<file path="config.mk">
export PLATFORM = sky130hd
export DESIGN_NAME = riscv_core_branch_target_buffer
export DESIGN_NICKNAME = d
export VERILOG_FILES = /design/src/rtl/riscv_core_branch_target_buffer.sv
export SDC_FILE = /design/constraint.sdc
export NUM_CORES = 2
export LEC_CHECK = 0
export ABC_AREA = 0
export BUFFER_PORTS_ARGS = -buffer_cell sky130_fd_sc_hd__buf_2
export CORE_UTILIZATION = 68
export CTS_CLUSTER_SIZE = 10
export DETAILED_ROUTE_END_ITERATION = 7
export PLACE_DENSITY = 0.87
export SLEW_MARGIN = 40
export SYNTH_ARGS = -nofsm -noshare
export SYNTH_HDL_FRONTEND = slang
export SYNTH_SLANG_ARGS = --single-unit
</file>
<file path="constraint.sdc">
create_clock -name i_clk -period 12.4 [get_ports i_clk]
set_clock_uncertainty 0.1 [all_clocks]
set_input_delay 1.86 -clock i_clk [delete_from_list [all_inputs] [get_ports i_clk]]
set_output_delay 1.86 -clock i_clk [all_outputs]
set_load 0.01 [all_outputs]
</file>
<file path="src/rtl/riscv_core_branch_target_buffer.sv">
// Direct-mapped branch target buffer with 2-bit saturating direction counters.
// Optional BTB_STATS_EN macro adds lookup/hit/update statistics counters.
module riscv_core_branch_target_buffer #(
    parameter int ALEN    = 64,
    parameter int ENTRIES = 16,
    parameter int IDXW    = 4,
    parameter int TAGW    = 20
) (
    input  logic            i_clk,
    input  logic            i_rst_n,
    input  logic            i_flush,
    input  logic [ALEN-1:0] i_lookup_pc,
    output logic            o_valid,
    output logic            o_taken,
    output logic [ALEN-1:0] o_target,
    input  logic            i_upd_valid,
    input  logic [ALEN-1:0] i_upd_pc,
    input  logic            i_upd_branch,
    input  logic            i_upd_jump,
    input  logic            i_upd_taken,
    input  logic [ALEN-1:0] i_upd_target
`ifdef BTB_STATS_EN
    ,
    output logic [31:0]     o_stat_lookups,
    output logic [31:0]     o_stat_hits,
    output logic [31:0]     o_stat_updates
`endif
);

    localparam int TLO = 2 + IDXW;
    localparam int THI = 2 + IDXW + TAGW - 1;

    logic            valid_q   [ENTRIES];
    logic            is_jump_q [ENTRIES];
    logic [TAGW-1:0] tag_q     [ENTRIES];
    logic [ALEN-1:0] target_q  [ENTRIES];
    logic [1:0]      cnt_q     [ENTRIES];

    logic [IDXW-1:0] lk_idx;
    logic [TAGW-1:0] lk_tag;
    logic            lk_hit;
    logic [IDXW-1:0] up_idx;
    logic [TAGW-1:0] up_tag;
    logic            up_hit;

    logic            we_d;
    logic            valid_d;
    logic            is_jump_d;
    logic [TAGW-1:0] tag_d;
    logic [ALEN-1:0] target_d;
    logic [1:0]      cnt_d;

    // PC bits outside index/tag never take part in matching
    logic unused_pc_bits;
    assign unused_pc_bits = ^{i_lookup_pc[1:0], i_lookup_pc[ALEN-1:THI+1],
                              i_upd_pc[1:0], i_upd_pc[ALEN-1:THI+1]};

    assign lk_idx = i_lookup_pc[TLO-1:2];
    assign lk_tag = i_lookup_pc[THI:TLO];
    assign up_idx = i_upd_pc[TLO-1:2];
    assign up_tag = i_upd_pc[THI:TLO];

    // Combinational lookup against the current (pre-update) entry
    always_comb begin
        lk_hit   = valid_q[lk_idx] & (tag_q[lk_idx] == lk_tag);
        up_hit   = valid_q[up_idx] & (tag_q[up_idx] == up_tag);
        o_valid  = lk_hit;
        o_taken  = lk_hit & (is_jump_q[lk_idx] | cnt_q[lk_idx][1]);
        o_target = lk_hit ? target_q[lk_idx] : '0;
    end

    // Next contents of the entry addressed by the resolved instruction
    always_comb begin
        we_d      = 1'b0;
        valid_d   = valid_q[up_idx];
        is_jump_d = is_jump_q[up_idx];
        tag_d     = tag_q[up_idx];
        target_d  = target_q[up_idx];
        cnt_d     = cnt_q[up_idx];
        if (i_upd_valid && !i_flush) begin
            if (i_upd_jump && !i_upd_branch) begin
                we_d      = 1'b1;
                valid_d   = 1'b1;
                is_jump_d = 1'b1;
                tag_d     = up_tag;
                target_d  = i_upd_target;
                cnt_d     = 2'b11;
            end else if (i_upd_branch && !i_upd_jump) begin
                if (i_upd_taken) begin
                    we_d      = 1'b1;
                    valid_d   = 1'b1;
                    is_jump_d = 1'b0;
                    tag_d     = up_tag;
                    target_d  = i_upd_target;
                    if (up_hit) begin
                        cnt_d = (cnt_q[up_idx] == 2'b11) ? 2'b11
                                                         : cnt_q[up_idx] + 2'b01;
                    end else begin
                        cnt_d = 2'b10;
                    end
                end else if (up_hit) begin
                    we_d  = 1'b1;
                    cnt_d = (cnt_q[up_idx] == 2'b00) ? 2'b00
                                                     : cnt_q[up_idx] - 2'b01;
                end
            end
        end
    end

    // Entry storage: async reset, flush clears valid only, else one write
    always_ff @(posedge i_clk or negedge i_rst_n) begin
        if (!i_rst_n) begin
            for (int i = 0; i < ENTRIES; i++) begin
                valid_q[i]   <= 1'b0;
                is_jump_q[i] <= 1'b0;
                tag_q[i]     <= '0;
                target_q[i]  <= '0;
                cnt_q[i]     <= 2'b01;
            end
        end else if (i_flush) begin
            for (int i = 0; i < ENTRIES; i++) begin
                valid_q[i] <= 1'b0;
            end
        end else if (we_d) begin
            valid_q[up_idx]   <= valid_d;
            is_jump_q[up_idx] <= is_jump_d;
            tag_q[up_idx]     <= tag_d;
            target_q[up_idx]  <= target_d;
            cnt_q[up_idx]     <= cnt_d;
        end
    end

`ifdef BTB_STATS_EN
    logic [31:0] lookups_q, lookups_d;
    logic [31:0] hits_q, hits_d;
    logic [31:0] updates_q, updates_d;
    logic        upd_acc;

    assign upd_acc = i_upd_valid & (i_upd_branch ^ i_upd_jump) & ~i_flush;

    // Free-running wrap-around statistics
    always_comb begin
        lookups_d = lookups_q + 32'd1;
        hits_d    = hits_q + {31'd0, lk_hit};
        updates_d = updates_q + {31'd0, upd_acc};
    end

    // Statistics registers, cleared only by reset
    always_ff @(posedge i_clk or negedge i_rst_n) begin
        if (!i_rst_n) begin
            lookups_q <= '0;
            hits_q    <= '0;
            updates_q <= '0;
        end else begin
            lookups_q <= lookups_d;
            hits_q    <= hits_d;
            updates_q <= updates_d;
        end
    end

    assign o_stat_lookups = lookups_q;
    assign o_stat_hits    = hits_q;
    assign o_stat_updates = updates_q;
`endif

endmodule

</file>
Word-level counts from Yosys, hierarchy flattened
Cells that the tools add are included.
Word-level totals
  bits in registers: 1408
  input port bits: 199
  output and inout bits: 66
  logic and storage cells: 180
Operators by class
  add/subtract/negate cells: 2
  magnitude comparators: 3
  equality and inequality tests: 3
  muxes and demuxes: 75
  bitwise logic cells: 7
  reductions and logical operators: 10
Operator list (number)
  bitwise mux 1024 bit: 1
  2-to-1 mux 64 bit: 10
  binary-select mux 64 bit (select 4 bit): 2
  bitwise mux 320 bit: 1
  demux 64 bit (select 4 bit): 1
  2-to-1 mux 20 bit: 9
  binary-select mux 20 bit (select 4 bit): 2
  demux 20 bit (select 4 bit): 1
  == test 20 bit: 2
  bitwise mux 16 bit: 2
  bitwise mux 32 bit: 1
  2-to-1 mux 16 bit: 2
  2-to-1 mux 2 bit: 13
  2-to-1 mux 1 bit: 22
  binary-select mux 1 bit (select 4 bit): 4
  binary-select mux 2 bit (select 4 bit): 2
  greater-or-equal comparator 5 bit (second input constant): 2
  inverter 4 -> 5 bit: 2
  demux 2 bit (select 4 bit): 1
  < comparator 5 x 1 -> 1 bit (second input constant): 1
  demux 1 bit (select 4 bit): 1
  logical AND 1 bit: 4
  bitwise AND 1 bit: 3
  logical NOT 1 bit: 3
  8 further kinds: 8

Longest topological paths before layout
  word-level depth: 13
  mapped depth: 18

Worst setup path after synthesis
Ideal clock, no wire load.
  path kind: input port to output port
  from: in i_lookup_pc[2]
  to: out o_target[41]
  data arrival time: 5008 ps
  setup slack: 5432 ps
  stages: 10
  path buffers: 7
  cells stage by stage: clkbuf_1 buf_2 buf_2 buf_2 clkbuf_1 clkbuf_1 buf_2 mux4_2 mux4_2 nor2b_1
On the way
  cells in the longest elaborated chain, start to end: 7
RTL lines
  start, declared: line 12  | input logic [ALEN-1:0] i_lookup_pc,
  inverter 4 -> 5 bit (implied by the code) *: line 65, 69
  binary-select mux 20 bit (select 4 bit): line 65  | lk_hit = valid_q[lk_idx] & (tag_q[lk_idx] == lk_tag);
  2-to-1 mux 20 bit (implied by the code) (2 in a row): line 65
  == test 20 bit: line 65
  bitwise AND 1 bit: line 65
  2-to-1 mux 64 bit *: line 69  | o_target = lk_hit ? target_q[lk_idx] : '0;
  end, declared: line 15  | output logic [ALEN-1:0] o_target,
Mark *: on every way between the ends. The rest lies on a longest branch, timed or not. The select of a mux whose other input is x is not followed.

Final worst setup path
  from: in i_lookup_pc[2]
  to: out o_target[60]
Same word-level chain as after synthesis.

==> metrics.txt <==
via/cell ratio 7.44; CTS root buffer clkbuf_16; initial antenna violation count 10; critical path's most frequent cell buf_4; cell taking the most area after synthesis dfrtp_1; library cells used by synthesis 65; Finish-stage setup viols 0; hold_ws 0.413 ns; CP Data Required Time 10.44 ns; H-tree depth 4; gr ovfl total 0; max cap viols 0; die area 0.115 mm2; router iterations before antenna repair 7; hold path startpoint tag_q[25]$_DFFE_PN0P_; FMAX 117 MHz; postcts setup bufs 0; Post-Syn Nets 5012; final hold violations 0; nets 4980; multi-input logic area 0.0393 mm2; Horiz. Die Dim 340 um; status completed; fill cell count 6491; DRC 0; DPL Wire Length 113000 um; multiplexer area fraction after synthesis 0.462; Hold Crit Endpoint tag_q[25]$_DFFE_PN0P_; r2r endpoint target_q[726]$_DFFE_PN0P_; cts bufs inserted 161; Hold Path Class reg2reg; Crit Path Class in2out; Worst setup SP type input pin; pin count of the biggest net entering global routing 154; Design Area, Final 0.0835 mm2; largest family of logic cells by synthesized area multiplexers; RSZ-0062 raised after global routing no; die height 340 um; mapped cell area 0.0775 mm2; post-synth top area share 0.450; VDD IR max 0.137 mV; fin util 0.741; Post-synth EDFFs 0; IO Port Bufs 184; Clock Pin Slew Worst Setup and Hold Paths 0.05 ns; WL/cell 32.4 um; min Tclk post-route 8.57 ns; CP Max Fanout 42; asr flop ratio synth 1.00; vias in the first global route 50700; final worst-path cycle share 0.691; core footprint 0.113 mm2; FF+latch area 0.0353 mm2; YS warnings 0; CTS Sinks 1408; Synth Register Bits 1408; Worst Path Arrival 6.61 ns; Synth Area in Simple Gates 0.0262; num ports 265; Worst path slowest cell buf_4; Area after DPL 0.0788 mm2; Placer Congestion 0.843; FF-to-FF path depth 11; row count 123; TritonCTS clock tree built; Area Overhead vs Synth 7.80%; PD cells 121 mW/mm2; Compound-Gate Fraction of Synth Area 0.0133; syn avg cell area 16.1 um2; fin. max-slew vios 0; Total Wirelength 205000 um; first-pass GRT wire length 320000 um; Synth Area in Adders 0; Resize count post-CTS 0; crit path cell chain buf_8 -> buf_4 -> mux4_2 -> mux4_2 -> xnor2_1 -> nand3_1 -> nor4_1 -> nand4_1 -> buf_4 -> buf_4 -> nor2b_1 -> buf_2; reg2reg start tag_q[56]$_DFFE_PN0P_; Relative slew margins 0.383; register area share after synthesis 0.455; initial drt markers 5177; hold buffers post-CTS 0; CTS Buffer Depth 3; Skew-Pair Late Insertion Delay 0.79 ns; WHS Path Cells 1; Initial Util 0.688; worst-margin pin slew 0.925 ns; Primary FF master, synth dfrtp_1; Routed Antenna Nets 0; post-synthesis xor/xnor area fraction 0.00418; Reg2Reg Setup Slack 7.00 ns; layout cell share with drive strength beyond 1 0.570; leakage power 38.0 nW; gr usage total 0.368; CP peak stage delay 0.69 ns; DR vias 47200; Worst Setup End Kind output pin; Cells after Synth 4813; final setup TNS 0 ns; top cells by area, synth dfrtp_1 (45%), mux4_2 (24%), mux2_2 (18%)
[worst max path at each step]
stage                                      endpoint            from  slack [ns]
final                                  o_target[60]  i_lookup_pc[2]        3.83
after global routing                   o_target[60]  i_lookup_pc[2]        3.75
after CTS                              o_target[60]  i_lookup_pc[2]        3.94
after detailed placement               o_target[60]  i_lookup_pc[2]        3.99
after global placement    target_q[831]$_DFFE_PN0P_     i_upd_pc[3]        3.70
after floorplan                        o_target[41]  i_lookup_pc[2]        5.43
[per-stage QoR]
step                total power, mW  std cells  setup WS, ns
CTS                            10.2       6334          3.94
detailed placement             5.89       6114          3.99
floorplan                      5.55       4813          5.43
global route                   10.4       6341          3.75
global placement               5.84       6090          3.70
finish                         10.1       6343          3.83
[power breakdown]
group / switching (mW) / total (mW) / internal (mW)
logic: 0.525 / 0.966 / 0.441
registers: 0.121 / 4.87 / 4.74
clock network: 1.86 / 4.31 / 2.45
[cells in the final DEF (no fill, tap or decap), drive strengths merged, types with 14 or more instances in the layout]
cell,instances
mux2,1421
dfrtp,1392
mux4,813
buf,290
nand2,246
clkbuf,208
nor2b,77
mux2i,72
nor2,29
xnor2,24
nor3,24
a21oi,21
o21ai,20
o211a,17
o21ba,16
dfstp,16
o22ai,14
[cells by family after synthesis]
kind of cell | Yosys count
mux | 2306
xor+xnor | 37
compound gates | 138
flops | 1408
simple gates | 430
buf+inv | 494
[critical path, delay by kind of cell]
kind	cells	cell delay (ns)
mux	2	1.07
simple gates	4	1.23
buf+inv	5	2.05
xor+xnor	1	0.25
[layout make-up]
cell class                      count  share of cell area
Clock buffer                      208              0.0525
Clock inverter                     12             0.00180
Timing Repair Buffer              290              0.0299
Antenna cell                        5            0.000150
Multi-Input combinational cell   2911               0.471
Sequential cell                  1408               0.422
Inverter                            9            0.000405
Tap cell                         1500              0.0225
[sequential cells by signal, indices dropped and copies added (netlist names)]
register / flops
target_q: 1024
tag_q: 320
cnt_q: 32
is_jump_q: 16
valid_q: 16
[synthesized netlist by cell type (4+ instances only)]
master and n:
a21oi_1 21, buf_4 73, clkbuf_1 228, and3_1 5
buf_2 85, mux2_1 16, buf_8 4, o22ai_1 14
buf_6 31, a22oi_1 12, a22o_1 6, nand3_1 7
o211a_1 17, a31oi_1 4, dfstp_2 16, nor2_1 28
nor2b_1 77, xnor2_1 24, buf_12 34, nor4_1 6
nand2b_1 6, nand4_1 6, mux2_4 190, mux2_2 1215
buf_1 30, xor2_1 13, nor3_1 24, mux2i_1 71
a211oi_1 12, inv_1 7, nand2_1 245, and2_1 5
mux4_2 813, dfrtp_1 1392, o21ai_0 19, a221oi_1 4
o21ba_2 16
[routing by layer]
metal,up-vias,part of all wire,track usage
met5,-,0.00037,0
met4,12,0.046,0.183
met3,627,0.086,0.0768
met2,2677,0.49,0.574
met1,25400,0.38,0.499
li1,18500,-,-
Note: power is estimated with default switching activity, not from simulation.
